<file path="config.mk">
export PLATFORM = sky130hd
export DESIGN_NAME = hazard_scoreboard_fwd
export DESIGN_NICKNAME = d
export VERILOG_FILES = /design/src/rtl/hazard_scoreboard_fwd.sv
export SDC_FILE = /design/constraint.sdc
export NUM_CORES = 1
export LEC_CHECK = 0
export BUFFER_PORTS_ARGS = -buffer_cell sky130_fd_sc_hd__buf_2
export CORE_UTILIZATION = 55
export CTS_CLUSTER_DIAMETER = 200
export DETAILED_ROUTE_END_ITERATION = 8
export GPL_ROUTABILITY_DRIVEN = 0
export PLACE_DENSITY_LB_ADDON = 0.05
export RECOVER_POWER = 100
export SETUP_SLACK_MARGIN = 0.3
export SYNTH_ARGS = -nofsm -noshare
export SYNTH_HDL_FRONTEND = slang
export SYNTH_SLANG_ARGS = --single-unit
export TNS_END_PERCENT = 50
</file>
<file path="constraint.sdc">
create_clock -name clk -period 5.1 [get_ports clk]
set_input_delay 1.02 -clock clk [delete_from_list [all_inputs] [get_ports clk]]
set_output_delay 1.02 -clock clk [all_outputs]
set_load 0.02 [all_outputs]
</file>
<file path="src/rtl/hazard_scoreboard_fwd.sv">
// ID-stage hazard unit: shadows in-flight register writes for DEPTH stages,
// selects the youngest forwarding stage per source and raises load-use stalls.
module hazard_scoreboard_fwd #(
  parameter  int unsigned REG_AW    = 2,
  parameter  int unsigned DEPTH     = 3,
  parameter  int unsigned LAT_W     = 2,
  parameter  int unsigned ZERO_HARD = 1,
  parameter  int unsigned CNT_W     = 8,
  localparam int unsigned FWD_W     = $clog2(DEPTH + 1)
) (
  input  logic              clk,
  input  logic              reset_n,
  input  logic              id_valid,
  input  logic [REG_AW-1:0] id_rs,
  input  logic [REG_AW-1:0] id_rt,
  input  logic              id_use_rs,
  input  logic              id_use_rt,
  input  logic              id_wr_en,
  input  logic [REG_AW-1:0] id_wr_reg,
  input  logic [LAT_W-1:0]  id_lat,
  input  logic              flush,
  output logic [FWD_W-1:0]  fwd_a,
  output logic [FWD_W-1:0]  fwd_b,
  output logic              stall,
  output logic [CNT_W-1:0]  stall_cnt
);

  logic              r_vld [1:DEPTH];
  logic [REG_AW-1:0] r_reg [1:DEPTH];
  logic [LAT_W-1:0]  r_lat [1:DEPTH];
  logic [CNT_W-1:0]  r_cnt;

  logic              w_hit_a, w_rdy_a, w_hit_b, w_rdy_b;
  logic [FWD_W-1:0]  w_sel_a, w_sel_b;
  logic              w_zero_a, w_zero_b;
  logic              w_stall;
  logic              w_load;
  logic [LAT_W-1:0]  w_lat_in;

  assign w_zero_a = (ZERO_HARD != 0) && (id_rs == '0);
  assign w_zero_b = (ZERO_HARD != 0) && (id_rt == '0);

  // Youngest (lowest-numbered) matching stage wins; older matches are ignored.
  always_comb begin
    w_hit_a = 1'b0;
    w_rdy_a = 1'b0;
    w_sel_a = '0;
    w_hit_b = 1'b0;
    w_rdy_b = 1'b0;
    w_sel_b = '0;
    for (int unsigned k = 1; k <= DEPTH; k++) begin
      if (!w_hit_a && id_use_rs && !w_zero_a && r_vld[k] && (r_reg[k] == id_rs)) begin
        w_hit_a = 1'b1;
        w_rdy_a = k > 32'(r_lat[k]);
        w_sel_a = FWD_W'(k);
      end
      if (!w_hit_b && id_use_rt && !w_zero_b && r_vld[k] && (r_reg[k] == id_rt)) begin
        w_hit_b = 1'b1;
        w_rdy_b = k > 32'(r_lat[k]);
        w_sel_b = FWD_W'(k);
      end
    end
  end

  assign fwd_a   = (w_hit_a && w_rdy_a) ? w_sel_a : '0;
  assign fwd_b   = (w_hit_b && w_rdy_b) ? w_sel_b : '0;
  assign w_stall = id_valid && !flush &&
                   ((w_hit_a && !w_rdy_a) || (w_hit_b && !w_rdy_b));
  assign stall   = w_stall;
  assign w_load  = id_valid && id_wr_en && !w_stall && !flush;

  // Out-of-range latency is clamped so a producer always becomes ready before it leaves.
  assign w_lat_in = (32'(id_lat) >= DEPTH) ? LAT_W'(DEPTH - 1) : id_lat;

  always_ff @(posedge clk or negedge reset_n) begin
    if (!reset_n) begin
      for (int unsigned k = 1; k <= DEPTH; k++) begin
        r_vld[k] <= 1'b0;
        r_reg[k] <= '0;
        r_lat[k] <= '0;
      end
    end else begin
      for (int unsigned k = 2; k <= DEPTH; k++) begin
        r_vld[k] <= r_vld[k-1];
        r_reg[k] <= r_reg[k-1];
        r_lat[k] <= r_lat[k-1];
      end
      r_vld[1] <= w_load;
      r_reg[1] <= w_load ? id_wr_reg : '0;
      r_lat[1] <= w_load ? w_lat_in : '0;
    end
  end

  // Saturating stall-cycle counter.
  always_ff @(posedge clk or negedge reset_n) begin
    if (!reset_n) begin
      r_cnt <= '0;
    end else if (w_stall && (r_cnt != '1)) begin
      r_cnt <= r_cnt + CNT_W'(1);
    end
  end

  assign stall_cnt = r_cnt;

endmodule

</file>
==> flow_summary.toml <==
[setup_path]
cp_max_fo = 9
crit_family = "compound AO/OA/AOI/OAI gates"
required_ns = 4.08
cpPeakStageDelay_ns = 0.36
critPathKind = "in -> out"
worstPathCellList = "clkbuf_1 > xnor2_1 > nand3_1 > or2_0 > a21oi_1 > o22a_1 > nor2_1 > clkbuf_1"
start_kind = "input port"
path_common_cell = "clkbuf_1"
arrival_ns = 2.60
crit_slowest_cell = "o22a_1"
worst-path-buf-inv = 2
cp-end-kind = "primary output"

[detailed_routing]
viasPerCell = 5.727
postRouteAntennaNets = 0
drt_first_iter_violations = 27
drtPass1Iterations = 4
drc = 0
drt_wl_total_mm = 2.331
vias = 922
avgRoutedWirePerCell_um = 14.48

[sta]
grt_setup_unrepaired = "false"
period_needed_ns = 3.617
final_max_slew_viol_count = 0
setup_viol = 0
max_slew_margin_pct = 20.48
period_share_pct = 70.93
timing_worst_slew_pin_value_ns = 1.193
finalWorstSetupSlack_ns = 1.483
final_hold_viol_count = 0
finalSetupTns_ns = 0
fin_skew_ns = 0.006380
fmax_mhz = 276.4

[logic_synthesis]
synth_edf_count = 0
syn_nets = 126
avgSynthCellArea_um2 = 11.07
synth_commonest_cells = "dfrtp_1, xor2_1, nand3_1"
yosysMostFrequentCell = "dfrtp_1"
netlist_area_mm2 = 0.001217
synthTopCellsByArea = "dfrtp_1, xor2_1, nor4b_4"
synthFlopType = "dfrtp_1"
synth_seq_cells = 23
yosys_warnings = 0
yosysTopAreaCellShare_pct = 47.28
synth_top_area_cell = "dfrtp_1"
synthesis.instances = 110
yosysSeqAreaShare_pct = 47.28
ys_types = 34
ys_async_sr_fraction_pct = 100.0

[min_path]
hold_path_class = "reg -> reg"

[floorplan]
fp.dieW_um = 49.05
core_mm2 = 0.002022
die_y_um = 49.05
die_area_mm2 = 0.002405
start_util_pct = 60.21
ioPinCount = 28
rows = 16

[grt]
overflow = 0
grt_usage_pct = 22.90
antenna_found_initial = 0
grt_pass1_wl_mm = 4.112
grt_max_degree = 24
first_global_vias = 878

[clock_network]
cts.sinks = 23
clk_latency_ns = 0.30
cts.htree.levels = 1
cts_buffer_depth = 2
numCtsBuffers = 3
clk_pin_slew_worst_paths_ns = 0.12
tritoncts = "done"
ctsHoldBuffers = 0
cts_root_buf = "clkbuf_4"
ctsResizeCount = 0
cts_setup_buffers = 0

[pwr]
leakage_uw = 0.0006037
ir_drop_mv = 0.2092
power_density_mw_per_mm2 = 257.1

[cells_and_area]
syn_to_final_growth_pct = 6.886
antenna_cells = 0
largest_reg_flops = 8
drive_gt1_share_pct = 12.69
fill_cells = 184
finalNetCount = 151

[place]
io_buffer_count = 27
place.detailed.hpwl_mm = 1.804
pre_cts_slack_ns = 1.555

[run_status]
outcome = "finished, final reports clean"

[flow_run]
cap_violations = 0
## worst reg2reg max path, stage by stage (launching register included)
cell      delay [ns]
dfrtp_1         0.57
o21ai_1         0.12
a31oi_1         0.16
o221ai_1        0.20
o22a_1          0.26
o22a_1          0.28
nor4b_1         0.34
mux2_1          0.35
## layout by cell type (no fill, tap or decap), types with 3 or more instances in the layout
cell type,netlist,routed
xor2_1,11,11
o21ai_1,3,3
a21boi_0,3,3
clkbuf_4,0,3
xnor2_1,5,5
nor3_1,3,3
nor2_1,6,6
nand2_1,5,5
clkbuf_1,0,16
buf_2,1,12
nand3_1,9,9
and3_1,2,3
dfrtp_1,23,23
nor2b_1,3,3
o22a_1,3,3
## per-stage QoR
stage / total power, µW / cells / cell area [µm²] / hold WS, ns / utilization [%]
finish: 334.6 / 161 / 1301 / 0.3753 / 64.36
global route: 354.3 / 161 / 1301 / 0.3813 / 64.36
CTS: 341.7 / 161 / 1351 / 0.3798 / 66.83
global placement: 257.6 / 157 / 1325 / 0.3345 / 65.53
detailed placement: 260.1 / 157 / 1325 / 0.3509 / 65.53
floorplan: 241.2 / 110 / 1217 / 0.3312 / -
## where the power goes
part / internal [µW] / total (µW) / switching (µW) / leakage (µW)
clock network: 30.5 / 82.3 / 51.8 / 0.0000150
logic: 19.0 / 48.3 / 29.4 / 0.000273
registers: 191 / 204 / 12.7 / 0.000316
## kinds of logic after synthesis
group           after synthesis  share of synthesized area [%]
simple gates                 41                          21.38
flops                        23                          47.28
compound gates               20                          11.92
xor+xnor                     16                          11.51
buf+inv                       7                          5.035
mux                           2                          1.850
fa+ha+maj                     1                          1.028
## final timing paths
path	startpoint	to	slack, ns	cells after the start
min in group asynchronous	reset_n	r_vld[0]	0.92	1
worst min register to register	r_lat[2]	r_lat[0]	0.38	0
worst max register to register	r_reg[4]	stall_cnt[7]	2.73	7
max in group asynchronous	reset_n	stall_cnt[0]	3.47	1
worst min-delay path	r_lat[2]	r_lat[0]	0.38	0
worst max-delay path	id_rs[1]	stall	1.48	8
## metal layers
| layer | up-vias | part of all wire [%] | global-route usage [%] |
|---|---|---|---|
| met5 | - | 0 | 0 |
| met4 | 0 | 1.9 | 9.804 |
| met3 | 6 | 5.4 | 5.607 |
| met2 | 32 | 47 | 35.88 |
| met1 | 446 | 45 | 30.20 |
| li1 | 438 | - | - |
## area by class of cell
cell class | count | area (µm²) | area share, %
clock buffers | 4 | 26.28 | 2.019
multi-input cells | 80 | 549.3 | 42.21
flip-flops and latches | 23 | 575.6 | 44.23
well taps | 27 | 33.78 | 2.596
repair buffers | 27 | 116.4 | 8.942
Power figures use the tool's default switching activity.
